===== config.mk =====
export PLATFORM = sky130hd
export DESIGN_NAME = xintf_arbiter
export DESIGN_NICKNAME = d
export VERILOG_FILES = /design/src/rtl/xintf_arbiter.sv
export SDC_FILE = /design/constraint.sdc
export NUM_CORES = 1
export LEC_CHECK = 0
export ABC_CLOCK_PERIOD_IN_PS = 2000
export CORE_MARGIN = 2
export CORE_UTILIZATION = 38
export DETAILED_ROUTE_END_ITERATION = 16
export GPL_ROUTABILITY_DRIVEN = 0
export PLACE_DENSITY = 0.77
export SETUP_SLACK_MARGIN = 0.1
export SYNTH_ARGS = -nofsm -noshare
export SYNTH_HDL_FRONTEND = slang
export SYNTH_SLANG_ARGS = --single-unit
export TNS_END_PERCENT = 10

===== constraint.sdc =====
create_clock -name clk -period 2 [get_ports clk]
set_clock_uncertainty 0.1 [all_clocks]
set_input_delay 0.4 -clock clk [delete_from_list [all_inputs] [get_ports clk]]
set_output_delay 0.4 -clock clk [all_outputs]
set_load 0.02 [all_outputs]

===== src/rtl/xintf_arbiter.sv =====
// Two-requester round-robin arbiter driving an XINTF-style external bus.
// Each bus cycle runs SETUP -> ACTIVE -> HOLD -> ACK, then returns to IDLE.
// Optional macro XINTF_ARB_READY_EN: ACTIVE stretches while xready is low
// once its minimum length has elapsed. Without it, xready is ignored.
module xintf_arbiter #(
    parameter int unsigned SETUP_CYC  = 2,
    parameter int unsigned ACTIVE_CYC = 3,
    parameter int unsigned HOLD_CYC   = 1
) (
    input  logic        clk,
    input  logic        reset,
    input  logic        req0,
    input  logic        req1,
    input  logic [16:0] addr0,
    input  logic [16:0] addr1,
    input  logic [15:0] wdata0,
    input  logic [15:0] wdata1,
    input  logic        we0,
    input  logic        we1,
    output logic        ack0,
    output logic        ack1,
    output logic [15:0] rdata,
    output logic        busy,
    output logic [15:0] xa,
    output logic [15:0] xd_out,
    output logic        xd_oe,
    input  logic [15:0] xd_in,
    output logic        xwen,
    output logic        xrdn,
    output logic        zone_6_n,
    output logic        zone_7_n,
    input  logic        xready
);

    localparam logic [3:0] SetupLast  = 4'(SETUP_CYC - 1);
    localparam logic [3:0] ActiveLast = 4'(ACTIVE_CYC - 1);
    localparam logic [3:0] HoldLast   = 4'(HOLD_CYC - 1);

    typedef enum logic [2:0] {StIdle, StSetup, StActive, StHold, StAck} state_e;

    state_e     state;
    logic [3:0] cnt;
    logic       cur_we;
    logic       cur_id;
    logic       last_id;
    logic       grant_id;
    logic       active_exit;

    // Round-robin pick: on contention the requester not served last wins.
    always_comb begin
        grant_id = (req0 && req1) ? ~last_id : req1;
    end

`ifdef XINTF_ARB_READY_EN
    assign active_exit = (cnt == ActiveLast) && xready;
`else
    logic unused_xready;
    assign unused_xready = xready;
    assign active_exit   = (cnt == ActiveLast);
`endif

    // Bus-cycle sequencer with all XINTF outputs registered.
    always_ff @(posedge clk or negedge reset) begin
        if (!reset) begin
            state    <= StIdle;
            cnt      <= 4'd0;
            cur_we   <= 1'b0;
            cur_id   <= 1'b0;
            last_id  <= 1'b1;  // so requester 0 wins the first contention
            ack0     <= 1'b0;
            ack1     <= 1'b0;
            rdata    <= 16'h0000;
            busy     <= 1'b0;
            xa       <= 16'h0000;
            xd_out   <= 16'h0000;
            xd_oe    <= 1'b0;
            xwen     <= 1'b1;
            xrdn     <= 1'b1;
            zone_6_n <= 1'b1;
            zone_7_n <= 1'b1;
        end else begin
            ack0 <= 1'b0;
            ack1 <= 1'b0;
            unique case (state)
                StIdle: begin
                    if (req0 || req1) begin
                        state   <= StSetup;
                        cnt     <= 4'd0;
                        busy    <= 1'b1;
                        cur_id  <= grant_id;
                        last_id <= grant_id;
                        if (grant_id) begin
                            xa       <= addr1[15:0];
                            zone_6_n <= addr1[16];
                            zone_7_n <= ~addr1[16];
                            cur_we   <= we1;
                            xd_oe    <= we1;
                            if (we1) xd_out <= wdata1;
                        end else begin
                            xa       <= addr0[15:0];
                            zone_6_n <= addr0[16];
                            zone_7_n <= ~addr0[16];
                            cur_we   <= we0;
                            xd_oe    <= we0;
                            if (we0) xd_out <= wdata0;
                        end
                    end
                end
                StSetup: begin
                    if (cnt == SetupLast) begin
                        state <= StActive;
                        cnt   <= 4'd0;
                        if (cur_we) xwen <= 1'b0;
                        else        xrdn <= 1'b0;
                    end else begin
                        cnt <= cnt + 4'd1;
                    end
                end
                StActive: begin
                    if (active_exit) begin
                        state <= StHold;
                        cnt   <= 4'd0;
                        xwen  <= 1'b1;
                        xrdn  <= 1'b1;
                        if (!cur_we) rdata <= xd_in;
                    end else if (cnt != ActiveLast) begin
                        cnt <= cnt + 4'd1;
                    end
                end
                StHold: begin
                    if (cnt == HoldLast) begin
                        state    <= StAck;
                        zone_6_n <= 1'b1;
                        zone_7_n <= 1'b1;
                        xd_oe    <= 1'b0;
                        if (cur_id) ack1 <= 1'b1;
                        else        ack0 <= 1'b1;
                    end else begin
                        cnt <= cnt + 4'd1;
                    end
                end
                StAck: begin
                    state <= StIdle;
                    busy  <= 1'b0;
                end
                default: state <= StIdle;
            endcase
        end
    end

endmodule


==> impl_metrics.prom <==
# TYPE chip_impl_metric gauge
chip_impl_metric{name="via_count_of_the_routed_design",unit=""} 2537
chip_impl_info{name="worstSetupEndpointType",value="flip-flop"} 1
chip_impl_metric{name="slew_headroom",unit="%"} 74.8
chip_impl_metric{name="drive_gt1_share",unit="%"} 22.9
chip_impl_metric{name="track_usage",unit="%"} 17.5
chip_impl_metric{name="placementRows",unit=""} 33
chip_impl_metric{name="syn_to_final_growth",unit="%"} 61.1
chip_impl_metric{name="layout.core_utilization",unit="%"} 62.9
chip_impl_info{name="critical-path-slowest-cell",value="sky130_fd_sc_hd__clkdlybuf4s50_1"} 1
chip_impl_metric{name="clkTransAtPathRegs",unit="ns"} 0.07
chip_impl_metric{name="arrival",unit="ns"} 2.06
chip_impl_metric{name="filler_cell_count",unit=""} 643
chip_impl_info{name="layout.cells.most_common_list",value="138 x sky130_fd_sc_hd__clkdlybuf4s50_1, 61 x sky130_fd_sc_hd__dfrtp_1, 30 x sky130_fd_sc_hd__mux2_2, 26 x sky130_fd_sc_hd__nand2_1, 21 x sky130_fd_sc_hd__o21ai_0"} 1
chip_impl_metric{name="grt_pass1_wl",unit="um"} 12300
chip_impl_metric{name="post_dp_hpwl",unit="um"} 5760
chip_impl_metric{name="final_report_hold_violation_count",unit=""} 0
chip_impl_metric{name="post_synth_edffs",unit=""} 0
chip_impl_metric{name="antenna_cells_inserted",unit=""} 0
chip_impl_metric{name="timing_worst_slew_pin_value",unit="ns"} 0.376
chip_impl_metric{name="clk_path_buf_depth",unit=""} 2
chip_impl_info{name="synth.top_cells.by_area",value="sky130_fd_sc_hd__dfrtp_1 48%, sky130_fd_sc_hd__mux2_2 11%, sky130_fd_sc_hd__mux2i_1 5.3%"} 1
chip_impl_metric{name="pwr_density_cell",unit="nW/um2"} 1410
chip_impl_metric{name="grt_max_degree",unit=""} 67
chip_impl_metric{name="synth_fp_nets",unit=""} 347
chip_impl_metric{name="grt_overflow_total",unit=""} 0
chip_impl_info{name="worst_hold_startpoint",value="cur_id$_DFFE_PN0P_"} 1
chip_impl_metric{name="tritoncts.num_buffers",unit=""} 9
chip_impl_metric{name="route.detailed.vias_per_inst",unit=""} 4.80
chip_impl_info{name="layout.cells.most_common",value="sky130_fd_sc_hd__clkdlybuf4s50_1"} 1
chip_impl_metric{name="nets",unit=""} 511
chip_impl_metric{name="clkLatencyLatePin",unit="ns"} 0.34
chip_impl_metric{name="period_needed",unit="ns"} 1.93
chip_impl_metric{name="chipWidth",unit="um"} 95.6
chip_impl_info{name="rsz_0062_raised_after_global_routing",value="yes"} 1
chip_impl_metric{name="ys.warnings.count",unit=""} 0
chip_impl_info{name="min-delay-path-class",value="flip-flop to flip-flop"} 1
chip_impl_metric{name="min_delay_path_depth",unit=""} 1
chip_impl_metric{name="max-vdd-ir-drop",unit="uV"} 630
chip_impl_metric{name="first_pass_iters",unit=""} 4
chip_impl_metric{name="r2r.worst_path.cells",unit=""} 7
chip_impl_metric{name="floorplan.io_pins",unit=""} 145
chip_impl_metric{name="fmax",unit="MHz"} 519
chip_impl_metric{name="drt.antenna.violating_nets",unit=""} 0
chip_impl_metric{name="detail_route.iter0.violations",unit=""} 101
chip_impl_metric{name="cts.sink_count",unit=""} 66
chip_impl_info{name="synth_largest_area_cell",value="sky130_fd_sc_hd__dfrtp_1"} 1
chip_impl_metric{name="worst-path-buf-inv",unit=""} 2
chip_impl_metric{name="wirelength",unit="um"} 7820
chip_impl_metric{name="synth_sequential_area_ratio",unit="%"} 52.0
chip_impl_metric{name="r2r_slack",unit="ns"} 0.08
chip_impl_metric{name="power",unit="mW"} 7.25
chip_impl_metric{name="setup-violations-final",unit=""} 0
chip_impl_info{name="synthFlopType",value="sky130_fd_sc_hd__dfrtp_1"} 1
chip_impl_metric{name="detail_route.wl_per_cell",unit="um"} 14.8
chip_impl_metric{name="start_util",unit="%"} 39.0
chip_impl_info{name="crit_path_start_kind",value="primary input"} 1
chip_impl_metric{name="crit_required",unit="ns"} 2.13
chip_impl_metric{name="timing.critical_path.slowest_cell_delay",unit="ns"} 0.49
chip_impl_metric{name="cts_htree_levels",unit=""} 3
chip_impl_metric{name="finalCritPeriodShare",unit="%"} 96.4
chip_impl_metric{name="core_region_area",unit="um2"} 8180
chip_impl_metric{name="grt_pass1_vias",unit=""} 2592
chip_impl_metric{name="dieHeight",unit="um"} 95.6
chip_impl_metric{name="io_buffer_count",unit=""} 143
chip_impl_info{name="run_status",value="completed"} 1
chip_impl_metric{name="netlist.area_leader.share",unit="%"} 47.8
chip_impl_metric{name="drv.max_cap_violation_count",unit=""} 0
chip_impl_info{name="critical_path.cell_chain",value="clkdlybuf4s50_1 > a21boi_4 > buf_4 > mux2_2 > mux2_4"} 1
chip_impl_info{name="setup.worst_path.class",value="primary input to flip-flop"} 1
chip_impl_info{name="min_delay_worst_endpoint",value="ack0$_DFF_PN0_"} 1
chip_impl_info{name="clock-root-buffer",value="sky130_fd_sc_hd__clkbuf_8"} 1
chip_impl_metric{name="synth_cells",unit=""} 254
chip_impl_metric{name="synth.distinct_cells",unit=""} 47
chip_impl_metric{name="synth_area_per_cell",unit="um2"} 12.6
chip_impl_info{name="worst_r2r_startpoint",value="cnt[0]$_DFFE_PN0P_"} 1
chip_impl_info{name="critPathTopFamily",value="buffers and inverters"} 1
chip_impl_metric{name="final_max_slew_viol_count",unit=""} 0
chip_impl_metric{name="path_max_fanout",unit=""} 10
chip_impl_metric{name="synth-seq-cells",unit=""} 66
chip_impl_info{name="tritoncts",value="yes"} 1
chip_impl_metric{name="p_leak",unit="nW"} 2.27
chip_impl_metric{name="synthArstFlopShare",unit="%"} 100
chip_impl_metric{name="die-area",unit="um2"} 9150
chip_impl_metric{name="antenna_found_initial",unit=""} 0
chip_impl_info{name="reg2reg_to",value="rdata[9]$_DFFE_PN0P_"} 1
chip_impl_metric{name="synth.cell_area",unit="um2"} 3190
chip_impl_metric{name="route.detailed.drc",unit=""} 0
where the power goes:
group | internal, mW | total (mW) | switching (mW) | leakage, nW
registers | 1.94 | 2.32 | 0.378 | 0.823
logic | 1.86 | 3.56 | 1.70 | 1.33
clock network | 0.833 | 1.38 | 0.543 | 0.113
cell type report:
class	count	area (um2)	area share, %
clock buffers	10	128	2.48
repair buffers	166	1650	32.0
inverters	4	15.0	0.292
well taps	105	131	2.56
clock inverters	6	114	2.22
multi-input cells	171	1450	28.2
flip-flops and latches	66	1660	32.3
per-layer routing:
layer,vias to the layer above,wire length [um],global-route usage (%),share of wire (%)
met4,0,146,7.50,1.9
met5,-,0,0,0
met1,1198,3200,21.5,41
met3,17,478,5.14,6.1
li1,1238,-,-,-
met2,84,3990,28.4,51
cells by family after synthesis:
logic type,share of synthesized area [%]
muxes,24.4
DFF,52.0
adders and majority gates,1.57
and+or+nand+nor,9.88
buffers and inverters,3.45
AOI/OAI and AO/OA,8.75
how the worst max path moves through the flow:
stage                             startpoint  depth (start not counted)                     end  slack (ns)
after floorplan           cnt[0]$_DFFE_PN0P_                          7   rdata[10]$_DFFE_PN0P_        0.07
after global placement                  req1                          5   xd_out[5]$_DFFE_PN0P_       -0.23
after detailed placement                req1                          5  xd_out[11]$_DFFE_PN0P_       -0.27
after CTS                   xwen$_DFFE_PN1P_                          1                    xwen        0.01
after global routing      cnt[0]$_DFFE_PN0P_                          7   rdata[10]$_DFFE_PN0P_      -0.001
final                                   req1                          5  xd_out[11]$_DFFE_PN0P_        0.07
metrics by stage:
step	setup WS, ns	hold WS, ns	instance area, um2	TNS (ns)	cells
after floorplan	0.0660	0.00441	3210	0	254
after global placement	-0.228	0.343	4840	-5.15	507
after detailed placement	-0.269	0.347	4840	-6.36	507
after CTS	0.0148	0.369	5100	0	526
after global routing	-0.00117	0.395	5140	-0.00314	528
final	0.0721	0.363	5140	0	528
state kept, by name (all words and copies together) (netlist names), 3 cells and up:
name	cells
xa	16
rdata	16
xd_out	16
cnt	4
state	3
synth_stat cells, types with 2 or more instances:
library cell,number
sky130_fd_sc_hd__buf_4,3
sky130_fd_sc_hd__nand2_1,26
sky130_fd_sc_hd__clkbuf_1,4
sky130_fd_sc_hd__mux2_1,9
sky130_fd_sc_hd__a21oi_1,3
sky130_fd_sc_hd__dfstp_2,5
sky130_fd_sc_hd__buf_6,2
sky130_fd_sc_hd__nand3_1,5
sky130_fd_sc_hd__mux2_4,9
sky130_fd_sc_hd__ha_1,4
sky130_fd_sc_hd__mux2_2,31
sky130_fd_sc_hd__buf_2,3
sky130_fd_sc_hd__nand2b_1,3
sky130_fd_sc_hd__a31oi_1,2
sky130_fd_sc_hd__dfrtp_1,61
sky130_fd_sc_hd__nor2_4,2
sky130_fd_sc_hd__nand4b_1,2
sky130_fd_sc_hd__inv_1,4
sky130_fd_sc_hd__o21ai_0,21
sky130_fd_sc_hd__nor2b_1,3
sky130_fd_sc_hd__a211oi_1,3
sky130_fd_sc_hd__mux2i_1,17
sky130_fd_sc_hd__nor2_1,7
sky130_fd_sc_hd__a21o_1,2
timing repair:
item | in CTS | in global routing
hold endpoints to repair | 61 | 0
setup buffers | 2 | 1
gates cloned | 0 | 1
hold buffers | 1 | 0
pin swaps | 1 | 0
endpoints found under the setup margin | 32 | 41
resized for setup | 2 | 3
(Power assumes the default switching activity.)
